<file path="src/rtl/tpu_result_drain.sv">
// Result drain: reads per-batch output SRAMs in batch-major, row-major
// order and streams rows on valid/ready through a 3-entry credit FIFO.
// Ports: clk, srst (sync, active-high), start pulse; per-batch SRAM
// read address/data buses; out_valid/out_ready beat handshake with
// out_data, out_batch, out_row, out_last tags; busy level, done pulse.
module tpu_result_drain #(
    parameter int ARRAY_SIZE     = 8,
    parameter int OUT_DATA_WIDTH = 16,
    parameter int BATCH_SIZE     = 3,
    parameter int MATRIX_BITS    = 4,
    parameter int ROW_COUNT      = 8,
    localparam int BW = (BATCH_SIZE > 1) ? $clog2(BATCH_SIZE) : 1,
    localparam int RW = ARRAY_SIZE * OUT_DATA_WIDTH
) (
    input  logic                             clk,
    input  logic                             srst,
    input  logic                             start,
    output logic [BATCH_SIZE*MATRIX_BITS-1:0] sram_raddr_c_packed,
    input  logic [BATCH_SIZE*RW-1:0]         sram_rdata_c_packed,
    output logic                             out_valid,
    input  logic                             out_ready,
    output logic [RW-1:0]                    out_data,
    output logic [BW-1:0]                    out_batch,
    output logic [MATRIX_BITS-1:0]           out_row,
    output logic                             out_last,
    output logic                             busy,
    output logic                             done
);

    localparam int MB    = MATRIX_BITS;
    localparam int DEPTH = 3;

    typedef enum logic [1:0] {
        S_IDLE,
        S_ISSUE,
        S_FLUSH,
        S_DONE
    } state_t;

    state_t state, state_nx;

    logic [BW-1:0]          batch_cnt;
    logic [MB-1:0]          row_cnt;
    logic                   row_end, batch_end;
    logic                   issue, last_issue;
    logic                   inflight;
    logic [BW-1:0]          tag_batch;
    logic [MB-1:0]          tag_row;
    logic                   tag_last;
    logic [BATCH_SIZE*MB-1:0] raddr_q, raddr_nx;

    logic [RW-1:0] mem_data  [DEPTH];
    logic [BW-1:0] mem_batch [DEPTH];
    logic [MB-1:0] mem_row   [DEPTH];
    logic          mem_last  [DEPTH];
    logic [1:0]    wr_ptr, rd_ptr, count;
    logic          push, pop;

    assign row_end   = (row_cnt == MB'(ROW_COUNT - 1));
    assign batch_end = (batch_cnt == BW'(BATCH_SIZE - 1));

    // Credit counts the in-flight read so the FIFO can never overflow;
    // the pre-pop count keeps out_ready off the issue path.
    assign issue = (state == S_ISSUE) &&
                   (({1'b0, count} + {2'b00, inflight}) < 3'd3);
    assign last_issue = issue && row_end && batch_end;

    assign push      = inflight;
    assign out_valid = (count != 2'd0);
    assign pop       = out_valid && out_ready;

    assign out_data  = mem_data[rd_ptr];
    assign out_batch = mem_batch[rd_ptr];
    assign out_row   = mem_row[rd_ptr];
    assign out_last  = out_valid && mem_last[rd_ptr];

    assign busy = (state != S_IDLE);
    assign done = (state == S_DONE);

    // Address is presented combinationally in the issue cycle so the
    // SRAM returns data one cycle later; idle slices keep their value.
    always_comb begin
        raddr_nx = raddr_q;
        if (issue) begin
            raddr_nx[batch_cnt*MB +: MB] = row_cnt;
        end
    end

    assign sram_raddr_c_packed = raddr_nx;

    always_comb begin
        state_nx = state;
        unique case (state)
            S_IDLE:  if (start) state_nx = S_ISSUE;
            S_ISSUE: if (last_issue) state_nx = S_FLUSH;
            // Leave FLUSH as the final beat transfers so done lands
            // on the very next cycle.
            S_FLUSH: begin
                if (!inflight &&
                    ((count == 2'd0) || ((count == 2'd1) && pop))) begin
                    state_nx = S_DONE;
                end
            end
            S_DONE:  state_nx = S_IDLE;
        endcase
    end

    always_ff @(posedge clk) begin
        if (srst) begin
            state     <= S_IDLE;
            batch_cnt <= '0;
            row_cnt   <= '0;
            raddr_q   <= '0;
            inflight  <= 1'b0;
            tag_batch <= '0;
            tag_row   <= '0;
            tag_last  <= 1'b0;
        end else begin
            state    <= state_nx;
            raddr_q  <= raddr_nx;
            inflight <= issue;
            if (state == S_IDLE && start) begin
                batch_cnt <= '0;
                row_cnt   <= '0;
            end else if (issue) begin
                tag_batch <= batch_cnt;
                tag_row   <= row_cnt;
                tag_last  <= row_end && batch_end;
                if (row_end) begin
                    row_cnt   <= '0;
                    batch_cnt <= batch_end ? '0 : batch_cnt + 1'b1;
                end else begin
                    row_cnt <= row_cnt + 1'b1;
                end
            end
        end
    end

    always_ff @(posedge clk) begin
        if (srst) begin
            wr_ptr <= '0;
            rd_ptr <= '0;
            count  <= '0;
            for (int i = 0; i < DEPTH; i++) begin
                mem_data[i]  <= '0;
                mem_batch[i] <= '0;
                mem_row[i]   <= '0;
                mem_last[i]  <= 1'b0;
            end
        end else begin
            if (push) begin
                mem_data[wr_ptr]  <= sram_rdata_c_packed[tag_batch*RW +: RW];
                mem_batch[wr_ptr] <= tag_batch;
                mem_row[wr_ptr]   <= tag_row;
                mem_last[wr_ptr]  <= tag_last;
                wr_ptr <= (wr_ptr == 2'd2) ? 2'd0 : wr_ptr + 2'd1;
            end
            if (pop) begin
                rd_ptr <= (rd_ptr == 2'd2) ? 2'd0 : rd_ptr + 2'd1;
            end
            unique case ({push, pop})
                2'b10:   count <= count + 2'd1;
                2'b01:   count <= count - 2'd1;
                default: count <= count;
            endcase
        end
    end

endmodule

</file>
<file path="config.mk">
export PLATFORM = sky130hd
export DESIGN_NAME = tpu_result_drain
export DESIGN_NICKNAME = d
export VERILOG_FILES = /design/src/rtl/tpu_result_drain.sv
export SDC_FILE = /design/constraint.sdc
export NUM_CORES = 1
export LEC_CHECK = 0
export BUFFER_PORTS_ARGS = -buffer_cell sky130_fd_sc_hd__buf_2
export CAP_MARGIN = 20
export CORE_AREA = 2 2 221 277
export DETAILED_ROUTE_END_ITERATION = 8
export DIE_AREA = 0 0 223 279
export GPL_TIMING_DRIVEN = 0
export PLACE_DENSITY = 0.66
export SLEW_MARGIN = 10
export SYNTH_ARGS = -nofsm -noshare
export SYNTH_HDL_FRONTEND = slang
export SYNTH_SLANG_ARGS = --single-unit
</file>
<file path="constraint.sdc">
create_clock -name clk -period 13.79 [get_ports clk]
set_clock_uncertainty 0.1 [all_clocks]
set_input_delay 1.379 -clock clk [delete_from_list [all_inputs] [get_ports clk]]
set_output_delay 1.379 -clock clk [all_outputs]
set_load 0.02 [all_outputs]
</file>
==> summary.md, run 1 <==
| Metric | Value |
|---|---|
| Run status | `complete, no violations` |
| Hold Path Depth | `0` |
| Cell area after technology mapping | `26600 um^2` |
| Layout filler cell count | `5007` |
| Number of storage elements in the synthesis netlist | `576` |
| Ys Warns | `0` |
| Overall fraction of global-route tracks in use | `25.0%` |
| Highest ir drop seen on vdd | `0.0000999 V` |
| Finish-stage setup viols | `0` |
| Number of placed I/O pins | `538` |
| Path type of the worst setup path | `flop to output port` |
| Synthesized-area fraction occupied by ao, oa, aoi and oai cells | `2.82%` |
| Detail Route Antenna Nets | `0` |
| Most instantiated flip-flop cell in the synthesis netlist | `sky130_fd_sc_hd__edfxtp_1` |
| Largest fanout on the critical path | `10` |
| Vias in the first global route | `18450` |
| DP Wirelength | `55400 um` |
| Remaining max-slew budget at the tightest pin | `26.0%` |
| Area overhead of the layout relative to synthesis | `21.3%` |
| Core Footprint | `59400 um^2` |
| TritonCTS clock tree | `built` |
| Accumulated negative setup slack | `0 ns` |
| Nets@finish | `2929` |
| RSZ-0062 raised after global routing | `false` |
| Synth Net Count | `2324` |
| Synthesized area divided by synthesized cell count | `13.9 um^2` |
| Clock transition time at the flip-flop clock pins of the worst setup and hold paths | `0.06 ns` |
| Final hold slack | `0.327 ns` |
| Clock group share of total power | `32.5%` |
| Post-Synth Simple-Gate Area | `10.4%` |
| Startpoint Class | `flop` |
| Wire length of the first global-routing pass | `113000 um` |
| Share of the yosys chip area belonging to registers | `63.7%` |
| Wire length after detailed routing | `78600 um` |
| Met1 layer usage reported by global route | `30.3%` |
| Data arrival at the endpoint of the critical path | `2.90 ns` |
| Met3 Usage GRT | `4.98%` |
| Die Span X | `223 um` |
| Most repeated cell in the gate-level netlist after synthesis | `sky130_fd_sc_hd__edfxtp_1` |
| Clock latency of the later-clocked register in the worst-skew pair | `0.60 ns` |
| Number of antenna violations at the first check in global routing | `2` |
| Clock Root Buffer | `sky130_fd_sc_hd__clkbuf_16` |
| Max Cap Violations | `0` |
| Met2 demand-to-capacity share in global routing | `43.1%` |
| Final hold violation count | `0` |
| Combinational power share | `21.2%` |
| Sw Ratio | `27.7%` |
| Portion of total power attributed to sequential cells | `46.4%` |
| R2r worst-path depth | `7` |
| Post-detailed-placement cell area | `30600 um^2` |
| Multiplexer share of the synthesized area | `17.0%` |
| Synth top area cells | `sky130_fd_sc_hd__edfxtp_1, sky130_fd_sc_hd__mux4_2, sky130_fd_sc_hd__nor2_1` |
| DRC violations left | `0` |
| Share of synthesized cell area in full adder, half adder and majority cells | `0.799%` |
| Leakage power total | `13.0 nW` |
| Congestion Overflow GR | `0` |
| Summed area of non-filler cells in the final layout | `32300 um^2` |
| Xor and xnor area share after synthesis | `0.165%` |
| Number of buffers added on ports | `536` |
| Switching pwr | `1.23 mW` |
| Maximum buffer depth of the clock tree | `3` |
| Via-to-Cell Ratio | `5.36` |
| Synth cell types | `39` |
| Sink Count | `576` |
| Number of flops mapped to enable cells by yosys | `540` |
| Highest-utilization routing layer at the global route stage | `met2` |
| Power per cell area | `137 nW/um^2` |
| Gate count of the mapped netlist | `1919` |
| Total clock buffers created by CTS | `55` |
| Starting density of the core | `44.8%` |
| RD Place Congestion | `0.855` |
| Proportion of layout cells with a drive suffix above 1 | `38.0%` |
| Internal power component | `3.20 mW` |
| Minimum period implied by the final worst setup slack | `4.38 ns` |
| Dominant cell type by area after synthesis | `sky130_fd_sc_hd__edfxtp_1` |
| Largest family of logic cells by synthesized area | `multiplexers` |
| Worst path required time | `12.31 ns` |
| Post-CTS Hold Fix Bufs | `0` |
| Final Cycle Share | `31.8%` |
| Final cell utilization of the core | `54.3%` |
| CP endpoint kind | `output port` |
| Number of max-slew violations in the final report | `0` |
| Max Clock Freq | `228 MHz` |
| Proportion of netlist area held by the largest area contributor | `60.9%` |
| DR vias | `17849` |
| Resized cells post-CTS | `0` |
| Floorplan die area | `62200 um^2` |
| Worst hold-check path type | `flop to flop` |
| Maximum number of pins on one net before global-route repair | `50` |
| First-pass DRT Iterations | `5` |
| Number of design-rule violations left by the first detailed-router iteration | `1253` |
| Actual transition at the worst max-transition pin | `1.11 ns` |
| Share of async-settable or async-resettable flops after synthesis | `0%` |
| Setup Fix Bufs, Post-CTS | `0` |
| Maximum level of the CTS H-tree | `2` |
| Commonest cells in the synthesized netlist | `sky130_fd_sc_hd__edfxtp_1, sky130_fd_sc_hd__nor2_1, sky130_fd_sc_hd__inv_1` |
| Overall die height | `279 um` |
| Rows | `100` |
| Routed len/inst | `23.6 um` |
-- power groups by stage --
| stage | clock, mW | combinational [mW] | sequential (mW) |
|---|---|---|---|
| finish | 1.44 | 0.937 | 2.05 |
| global route | 1.52 | 1.00 | 2.06 |
| CTS | 1.46 | 0.952 | 2.05 |
| detailed placement | 0 | 0.948 | 2.09 |
| global placement | 0 | 0.924 | 2.10 |
| floorplan | 0 | 0.598 | 2.09 |
-- through the flow --
stage	std cells	worst slack, ns	power [mW]
3_5_place_dp	3232	9.80	3.04
3_3_place_gp	3220	4.84	3.03
2_1_floorplan	1919	8.00	2.69
6_report	3332	9.41	4.42
5_1_grt	3332	9.30	4.58
4_1_cts	3331	9.31	4.46
-- registers in the layout (all words and copies together), names as in the netlist, named ones only --
signal	count
rd_ptr	2
row_cnt	4
tag_row	4
tag_batch	2
wr_ptr	2
inflight	1
mem_batch	8
mem_data	512
state	2
mem_row	16
mem_last	4
batch_cnt	2
count	2
raddr_q	12
tag_last	1
-- layer usage --
metal / vias up / routed length [um]
met2: 698 / 39700
met5: - / 0
li1: 8066 / -
met3: 135 / 5280
met4: 0 / 3730
met1: 8950 / 29900
-- worst max-delay path, cell delays in order, from the launching register on --
cell,delay [ns]
sky130_fd_sc_hd__dfxtp_1,0.30
sky130_fd_sc_hd__buf_2,0.35
sky130_fd_sc_hd__clkbuf_1,0.61
sky130_fd_sc_hd__buf_2,0.45
sky130_fd_sc_hd__mux4_2,0.40
sky130_fd_sc_hd__buf_2,0.19
-- kinds of logic (layout without fill, tap and decap cells) --
family	count (synthesis)	in the layout
buffers and inverters	276	923
AO/OA/AOI/OAI	140	140
other	0	1
XOR/XNOR	5	5
multiplexers	284	284
AND/OR/NAND/NOR	621	621
adder cells (fa/ha/maj)	17	17
flip-flops	576	576
-- placed cells by master (no fill, tap or decap), types with 9 or more instances in the layout --
cell	synthesis	layout
sky130_fd_sc_hd__clkbuf_1	21	44
sky130_fd_sc_hd__and3_1	12	11
sky130_fd_sc_hd__clkbuf_16	0	55
sky130_fd_sc_hd__a21oi_1	126	126
sky130_fd_sc_hd__buf_4	12	12
sky130_fd_sc_hd__nor2_2	109	109
sky130_fd_sc_hd__mux4_2	135	135
sky130_fd_sc_hd__nand2_1	25	22
sky130_fd_sc_hd__and2_1	27	27
sky130_fd_sc_hd__mux2i_1	149	149
sky130_fd_sc_hd__buf_16	0	9
sky130_fd_sc_hd__dfxtp_1	36	36
sky130_fd_sc_hd__inv_1	152	152
sky130_fd_sc_hd__ha_1	17	17
sky130_fd_sc_hd__nor2_1	427	427
sky130_fd_sc_hd__edfxtp_1	540	540
sky130_fd_sc_hd__buf_12	11	13
sky130_fd_sc_hd__buf_2	66	603
-- cell type report --
cell class / count / area [um^2] / area share, %
Antenna cell: 1 / 2.50 / 0.00776
Buffer: 124 / 800 / 2.48
Clock buffer: 80 / 1490 / 4.62
Clock inverter: 19 / 196 / 0.609
Inverter: 152 / 571 / 1.77
Multi-Input combinational cell: 1067 / 8330 / 25.8
Sequential cell: 576 / 16900 / 52.5
Tap cell: 765 / 957 / 2.97
Timing Repair Buffer: 548 / 2990 / 9.25
-- final timing paths --
check,startpoint,end,slack (ns)
max reg2reg,tag_batch[0]$_SDFFE_PP0P_,mem_data[1][63]$_SDFFCE_PN0P_,10.60
min reg2reg,tag_batch[1]$_SDFFE_PP0P_,mem_batch[3][1]$_DFFE_PP_,0.33
max,flop,out_data[110],9.41
min,tag_batch[1]$_SDFFE_PP0P_,mem_batch[3][1]$_DFFE_PP_,0.33
Power figures use the tool's default switching activity.
==> inputs of run 2 (changes only) <==
Clock period 13.79 ns to 4.45 ns, I/O delays scaled along.
==> summary.md, run 2 (synthesized netlist as in run 1, its figures left out) <==
| Metric | Value |
|---|---|
| Run status | `complete, no violations` |
| Path type of the worst setup path | `flop to output port` |
| Flip-flop count of the largest register after layout | `512 (unchanged)` |
| Setup Fix Bufs, Post-CTS | `0 (unchanged)` |
| Floorplan die area | `62200 um^2 (unchanged)` |
| Max Clock Freq | `293 MHz` |
| Worst hold-check path type | `primary input to flop` |
| Number of placed I/O pins | `538 (unchanged)` |
| Area overhead of the layout relative to synthesis | `20.8%` |
| Wire length of the first global-routing pass | `113000 um (about the same)` |
| Sequential standard cell area | `16900 um^2 (unchanged)` |
| Highest ir drop seen on vdd | `0.000362 V (+260%)` |
| Worst path required time | `3.90 ns (-8.41 ns)` |
| Number of antenna violations at the first check in global routing | `8 (+6)` |
| RD Place Congestion | `0.863 (+0.91%)` |
| Most common cell after layout, fill and taps aside | `sky130_fd_sc_hd__buf_2` |
| DRC violations left | `0 (unchanged)` |
| Maximum number of pins on one net before global-route repair | `79 (+58%)` |
| Highest-count cells in the layout ignoring fill and taps | `sky130_fd_sc_hd__buf_2, sky130_fd_sc_hd__edfxtp_1, sky130_fd_sc_hd__nor2_1` |
| Overall die height | `279 um (unchanged)` |
| Final Cycle Share | `76.8%` |
| Overall fraction of global-route tracks in use | `25.0% (about the same)` |
| Final hold violation count | `0 (unchanged)` |
| Layout filler cell count | `5038 (+0.62%)` |
| Data arrival at the endpoint of the critical path | `2.87 ns (-0.03 ns)` |
| Clock Root Buffer | `sky130_fd_sc_hd__clkbuf_16` |
| Starting density of the core | `44.8% (unchanged)` |
| CP endpoint kind | `output port` |
| Final cell utilization of the core | `54.1% (-0.22 points)` |
| Detail Route Antenna Nets | `0 (unchanged)` |
| Resized cells post-CTS | `0 (unchanged)` |
| Post-place setup slack | `1.20 ns (-8.60 ns)` |
| Proportion of layout cells with a drive suffix above 1 | `38.0% (about the same)` |
| Routed len/inst | `23.6 um (+0.21%)` |
| Nets@finish | `2923 (-0.20%)` |
| Vias in the first global route | `18365 (-0.46%)` |
| Sink Count | `576 (unchanged)` |
| Regs by FF count | `mem_data (512), mem_row (16), raddr_q (12)` |
| Area taken by multi-input logic gates | `8360 um^2 (+0.32%)` |
| RSZ-0062 raised after global routing | `false` |
| Congestion Overflow GR | `0 (unchanged)` |
| Remaining max-slew budget at the tightest pin | `19.8% (-6.2 points)` |
| Wire length after detailed routing | `78700 um (+0.12%)` |
| Finish-stage setup viols | `0 (unchanged)` |
| Power per cell area | `424 nW/um^2 (+210%)` |
| Startpoint Class | `flop` |
| Register name with the most flops | `mem_data` |
| Cell count after placement | `3227 (-0.15%)` |
| Max Cap Violations | `0 (unchanged)` |
| DR vias | `17877 (+0.16%)` |
| Final total power | `13.6 mW (+210%)` |
| Worst setup margin | `1.03 ns (-8.37 ns)` |
| Die Span X | `223 um (unchanged)` |
| Clock transition time at the flip-flop clock pins of the worst setup and hold paths | `0.06 ns (about the same)` |
| Accumulated negative setup slack | `0 ns (unchanged)` |
| Minimum period implied by the final worst setup slack | `3.42 ns` |
| Total clock buffers created by CTS | `54 (-1.8%)` |
| Rows | `100 (unchanged)` |
| Via-to-Cell Ratio | `5.37 (+0.25%)` |
| First-pass DRT Iterations | `5 (unchanged)` |
| DP Wirelength | `54400 um (-1.8%)` |
| Number of buffers added on ports | `536 (unchanged)` |
| TritonCTS clock tree | `built` |
| Post-CTS Hold Fix Bufs | `0 (unchanged)` |
| Largest fanout on the critical path | `10 (unchanged)` |
| Number of design-rule violations left by the first detailed-router iteration | `1441 (+15%)` |
| Core Footprint | `59400 um^2 (unchanged)` |
| Maximum buffer depth of the clock tree | `3 (unchanged)` |
| Actual transition at the worst max-transition pin | `1.20 ns (+0.0936 ns)` |
| Number of max-slew violations in the final report | `0 (unchanged)` |
| Clock latency of the later-clocked register in the worst-skew pair | `0.59 ns (about the same)` |
| Maximum level of the CTS H-tree | `2 (unchanged)` |
| Leakage power total | `12.9 nW (-0.46%)` |
| Number of standard cells in the final layout excluding fillers | `3329 (-0.090%)` |
[run 2: metal layers]
| metal | global-route usage [%] | vias to the layer above | share of wire, % |
|---|---|---|---|
| met5 | 0 | - | 0.024 |
| met4 | 7.80 | 4 | 2.9 |
| met3 | 4.35 | 129 | 6.7 |
| met2 | 44.4 | 704 | 51 |
| met1 | 31.2 | 8988 | 39 |
| li1 | - | 8052 | - |
[run 2: final cells by class]
cell class | instances | share of cell area, %
clock inverters | 32 | 0.666
flip-flops and latches | 576 | 52.7
repair buffers | 543 | 8.88
multi-input cells | 1067 | 26.0
inverters | 152 | 1.78
plain buffers | 124 | 2.48
well taps | 765 | 2.98
diodes | 2 | 0.0156
clock buffers | 68 | 4.50
[run 2: where the power goes]
group | total, mW | internal, mW | leakage, nW | switching (mW)
Combinational | 2.87 | 1.14 | 6.40 | 1.73
Sequential | 6.36 | 6.26 | 5.69 | 0.103
Clock | 4.39 | 2.41 | 0.812 | 1.98
[run 2: final timing paths]
check | from | to | slack, ns | cells past startpoint
worst min-delay path | sram_rdata_c_packed[358] | mem_data[3][102]$_DFFE_PP_ | 0.05 | 3
worst max register to register | tag_batch[1]$_SDFFE_PP0P_ | mem_data[1][51]$_SDFFCE_PN0P_ | 1.24 | 6
worst min register to register | tag_batch[1]$_SDFFE_PP0P_ | mem_batch[3][1]$_DFFE_PP_ | 0.33 | 0
worst max-delay path | flop | out_data[112] | 1.03 | 5
[run 2: metrics by stage]
stage               instance area, um^2  hold WS (ns)
floorplan                         26600         0.303
global placement                  30300         0.315
detailed placement                30500         0.314
CTS                               32100        0.0171
global route                      32100        0.0456
finish                            32100        0.0499
[run 2: critical path, stage by stage, from the launching register on]
cell and delay, ns:
sky130_fd_sc_hd__dfxtp_1 0.30, sky130_fd_sc_hd__buf_2 0.36, sky130_fd_sc_hd__clkbuf_1 0.55, sky130_fd_sc_hd__buf_2 0.43, sky130_fd_sc_hd__mux4_2 0.43, sky130_fd_sc_hd__buf_2 0.19
